===== src/rtl/adc_snap_capture_ctrl_pkg.sv =====
// Shared types and constants for the ADC snapshot capture path and the snapshot RAM wrapper.
package adc_snap_capture_ctrl_pkg;

  localparam int SNAP_DATA_WIDTH = 64;
  localparam int SNAP_ADDR_WIDTH = 9;

  typedef enum logic [1:0] {
    IDLE    = 2'd0,
    ARMED   = 2'd1,
    CAPTURE = 2'd2,
    DONE    = 2'd3
  } snap_state_e;

endpackage


===== src/rtl/adc_snap_capture_ctrl.sv =====
// Write-side controller for the ADC calibration snapshot: arms, triggers, then fills
// the snapshot RAM port A exactly once with consecutive valid samples.
module adc_snap_capture_ctrl
  import adc_snap_capture_ctrl_pkg::*;
#(
  parameter int DATA_WIDTH = SNAP_DATA_WIDTH,
  parameter int ADDR_WIDTH = SNAP_ADDR_WIDTH
) (
  input  logic                  clk,
  input  logic                  rst,
  input  logic [DATA_WIDTH-1:0] din,
  input  logic                  din_valid,
  input  logic                  trig,
  input  logic                  ctrl_arm,
  input  logic                  ctrl_trig_src,
  output logic                  bram_we,
  output logic                  bram_en_a,
  output logic [ADDR_WIDTH-1:0] bram_addr,
  output logic [DATA_WIDTH-1:0] bram_wr_data,
  output logic                  status_done,
  output logic [ADDR_WIDTH:0]   status_count,
  output logic                  status_armed
);

  localparam logic [ADDR_WIDTH:0] LAST_IDX = {1'b0, {ADDR_WIDTH{1'b1}}};
  localparam logic [ADDR_WIDTH:0] ONE      = 1;

  snap_state_e           state, state_next;
  logic                  ctrl_arm_q;
  logic                  arm_edge;
  logic                  trig_hit;
  logic                  accept;
  logic                  count_clear;
  logic                  we_q;
  logic [ADDR_WIDTH:0]   count;

  assign arm_edge = ctrl_arm & ~ctrl_arm_q;
  assign trig_hit = ctrl_trig_src ? trig : 1'b1;

  // The trigger-cycle sample is taken in ARMED itself so it lands at word 0.
  always_comb begin
    state_next  = state;
    accept      = 1'b0;
    count_clear = 1'b0;
    case (state)
      IDLE, DONE: begin
        if (arm_edge) begin
          state_next  = ARMED;
          count_clear = 1'b1;
        end
      end
      ARMED: begin
        if (trig_hit) begin
          accept     = din_valid;
          state_next = (din_valid && (count == LAST_IDX)) ? DONE : CAPTURE;
        end
      end
      CAPTURE: begin
        if (din_valid) begin
          accept = 1'b1;
          if (count == LAST_IDX) begin
            state_next = DONE;
          end
        end
      end
      default: state_next = IDLE;
    endcase
  end

  always_ff @(posedge clk) begin
    if (rst) begin
      state        <= IDLE;
      ctrl_arm_q   <= 1'b0;
      count        <= '0;
      we_q         <= 1'b0;
      bram_addr    <= '0;
      bram_wr_data <= '0;
    end else begin
      state      <= state_next;
      ctrl_arm_q <= ctrl_arm;
      we_q       <= accept;
      if (count_clear) begin
        count <= '0;
      end else if (accept) begin
        count <= count + ONE;
      end
      if (accept) begin
        bram_addr    <= count[ADDR_WIDTH-1:0];
        bram_wr_data <= din;
      end
    end
  end

  // Gating with rst keeps a write registered just before reset from reaching the RAM.
  assign bram_we      = we_q & ~rst;
  assign bram_en_a    = ~rst;
  assign status_done  = (state == DONE);
  assign status_armed = (state == ARMED) || (state == CAPTURE);
  assign status_count = count;

endmodule


===== config.mk =====
export PLATFORM = sky130hd
export DESIGN_NAME = adc_snap_capture_ctrl
export DESIGN_NICKNAME = d
export VERILOG_FILES = /design/src/rtl/adc_snap_capture_ctrl_pkg.sv /design/src/rtl/adc_snap_capture_ctrl.sv
export SDC_FILE = /design/constraint.sdc
export NUM_CORES = 1
export LEC_CHECK = 0
export BUFFER_PORTS_ARGS = -buffer_cell sky130_fd_sc_hd__buf_4
export CAP_MARGIN = 20
export CORE_MARGIN = 10
export CORE_UTILIZATION = 30
export CTS_BUF_LIST = sky130_fd_sc_hd__clkbuf_8
export DETAILED_ROUTE_END_ITERATION = 8
export GPL_TIMING_DRIVEN = 0
export SKIP_CTS_REPAIR_TIMING = 1
export SLEW_MARGIN = 20
export SYNTH_ARGS = -nofsm -noshare
export SYNTH_HDL_FRONTEND = slang
export SYNTH_SLANG_ARGS = --single-unit

===== constraint.sdc =====
create_clock -name clk -period 2.45 [get_ports clk]
set_clock_uncertainty 0.05 [all_clocks]
set_input_delay 0.3675 -clock clk [delete_from_list [all_inputs] [get_ports clk]]
set_output_delay 0.3675 -clock clk [all_outputs]
set_load 0.02 [all_outputs]

==> impl_metrics.tcl <==
set metrics [dict create \
    status "completed" \
    max_freq_mhz 429 \
    grt_start_max_net_pins 14 \
    overflow 0 \
    peakVddDrop_mv 0.282 \
    switching_power_mw 1.22 \
    pwr-share-comb 0.290 \
    dp_hpwl_mm 8.01 \
    yosys_warnings 0 \
    final.period_utilization 0.951 \
    grt_usage 0.129 \
    critPathCaptureType "flop" \
    hold_violations 0 \
    finalCriticalPeriod_ps 2330 \
    routed_wl_mm 10.4 \
    cp_common_cell "buf_2" \
    whs_ps 200 \
    core-area_mm2 0.0104 \
    diodes 0 \
    die_h_um 124 \
    cts_max_path_buffers 2 \
    cts_tree "built" \
    viasPerCell 4.53 \
    start_util 0.310 \
    fin_cells 710 \
    ios 157 \
    crit_fanout 10 \
    finalNetCount 644 \
    crit_chain "ha_2 -> nand2b_4 -> or3_1 -> buf_2 -> buf_2 -> o41ai_1 -> a21oi_1" \
    worst-endpoint-required_ps 2620 \
    dp.cells 695 \
    powerDensity_mw_per_mm2 777 \
    worstPathArrival_ps 2500 \
    synth_cell_types 32 \
    first_global_vias 3135 \
    ys_ff_latch 87 \
    root_buffer "clkbuf_8" \
    area_delta_synth_final_pct 48.3 \
    crit_path_max_incr_delay_ps 420 \
    postSynthNetCount 478 \
    max-cap-violations 0 \
    finalSetupViolCount 0 \
    clkTransAtPathRegs_ps 90 \
    drcViolationCount 0 \
    cts_buffers 9 \
    syn_area_per_cell_um2 7.96 \
    die_x_um 124 \
    cp_slowest_cell "dfxtp_1" \
    portBuffers 155 \
    cts.sinks 87 \
    clockPowerShare 0.274 \
    relSlewSlack 0.578 \
    intPower_mw 2.48 \
    drtIter0Drc 80 \
    clock_latency_ps 350 \
    cts_htree_levels 3 \
    drive_gt1_frac 0.319 \
    vias 3215 \
    seqPwrFrac 0.436 \
    cp_num_buf_inv 2 \
    grt_pass1_wl_mm 15.7 \
    wl_per_cell_um 14.6 \
    antenna_left 0 \
    maxSlewViolCount 0 \
    dieArea_mm2 0.0153 \
    routabilityCongestion 0.781 \
    crit_type "reg -> reg" \
    start_kind "flop" \
    row_count 37 \
    path_delay_family "simple AND/OR/NAND/NOR gates" \
    hold_class "in -> reg" \
    rsz0062_at_grt "no" \
    worst_pin_slew_ps 628 \
    p_leak_nw 1.97 \
    netlist_instances 404 \
    syn_area_mm2 0.00321 \
    swShare 0.330 \
    yosysSeqAreaShare 0.542 \
    antenna_found_initial 0 \
    first_pass_iters 4 \
]
[power groups by stage]
stage | clock, mW | combinational, mW | sequential (mW)
finish | 1.02 | 1.07 | 1.61
global route | 1.10 | 1.20 | 1.63
CTS | 1.05 | 1.07 | 1.61
detailed placement | 0 | 1.07 | 1.64
global placement | 0 | 1.05 | 1.64
floorplan | 0 | 0.500 | 1.76
[routing by layer]
layer	track usage	wire [um]	vias to the layer above
met5	0	0	-
met4	0.0488	144	0
met3	0.0561	1120	10
met2	0.204	4750	111
met1	0.153	4330	1433
li1	-	-	1661
[registers in the layout, summed over array words and instances, names as in the netlist]
| name | cells |
|---|---|
| bram_wr_data | 64 |
| status_count | 10 |
| bram_addr | 9 |
| state | 2 |
| ctrl_arm_q | 1 |
| we_q | 1 |
[worst paths after layout]
check | to | cells past startpoint | slack, ps | start
worst max-delay path | status_count[7] | 7 | 120 | state[1]
worst min-delay path | ctrl_arm_q | 2 | 200 | ctrl_arm
worst max register to register | status_count[7] | 7 | 120 | state[1]
worst min register to register | bram_wr_data[46] | 2 | 410 | bram_wr_data[46]
[cell usage after synthesis, drive strengths merged]
cell type | instances | share of area
nor3 | 3 | 0.0047
o21ai | 3 | 0.0047
nand3 | 3 | 0.0047
nor2 | 8 | 0.0093
o211ai | 2 | 0.0047
xnor2 | 3 | 0.0082
or4b | 1 | 0.0031
nand2 | 153 | 0.18
o41ai | 1 | 0.0027
and3b | 1 | 0.0027
ha | 4 | 0.016
a21oi | 79 | 0.12
mux2i | 1 | 0.0031
o31ai | 2 | 0.0047
or3 | 4 | 0.0078
buf | 7 | 0.011
nand4b | 1 | 0.0027
nor4 | 2 | 0.0039
a311oi | 1 | 0.0027
nand2b | 2 | 0.0062
nand4 | 2 | 0.0039
inv | 5 | 0.0058
a211oi | 1 | 0.0023
clkbuf | 19 | 0.022
nor3b | 1 | 0.0023
dfxtp | 87 | 0.54
nor2b | 3 | 0.0058
nand3b | 1 | 0.0023
a22oi | 1 | 0.0023
or4 | 3 | 0.0070
[metrics by stage]
stage / worst slack, ps / util / setup TNS [ps] / area [um2] / total power [mW]
floorplan: 293 / - / 0 / 3210 / 2.26
global placement: -215 / 0.439 / -4530 / 4550 / 2.69
detailed placement: -299 / 0.439 / -6860 / 4550 / 2.71
CTS: -333 / 0.458 / -7800 / 4750 / 3.73
global route: 23.2 / 0.460 / 0 / 4770 / 3.93
finish: 120 / 0.460 / 0 / 4770 / 3.70
[logic make-up (layout without fill, tap and decap cells)]
kind of cell	count (synthesis)	in the layout	synth area share
AOI/OAI and AO/OA	90	90	0.147
xor gates and xnor gates	3	3	0.00818
adders and majority gates	4	4	0.0156
buffers and inverters	31	201	0.0389
DFF	87	87	0.542
muxes	1	1	0.00311
and+or+nand+nor	188	188	0.245
[final cells by class]
| class | count | area (um2) |
|---|---|---|
| Buffer | 26 | 109 |
| Clock buffer | 11 | 151 |
| Clock inverter | 4 | 46.3 |
| Fill cell | 1058 | 5600 |
| Inverter | 5 | 18.8 |
| Multi-Input combinational cell | 286 | 1370 |
| Sequential cell | 87 | 1740 |
| Tap cell | 136 | 170 |
| Timing Repair Buffer | 155 | 1160 |
[worst reg2reg max path: cells and delay by family (launching register included)]
family	cells	cell delay, ps
AO/OA/AOI/OAI	2	470
buffers and inverters	2	370
adder cells (fa/ha/maj)	1	350
flip-flops	1	420
AND/OR/NAND/NOR	2	540
[layout by cell type, fill, tap and decap left out, types with 2 or more instances in the layout]
master	instances
clkbuf_2	2
or3_1	4
nor3_1	2
clkbuf_8	11
nand4_1	2
nor2_1	8
clkbuf_1	17
dfxtp_1	86
xnor2_1	3
inv_1	6
nor2b_1	3
ha_1	3
nand3_1	3
a21oi_1	79
buf_2	7
nand2_1	153
nor4_1	2
or4_1	3
o211ai_1	2
o21ai_0	2
buf_4	155
o31ai_1	2
(Power assumes the default switching activity.)
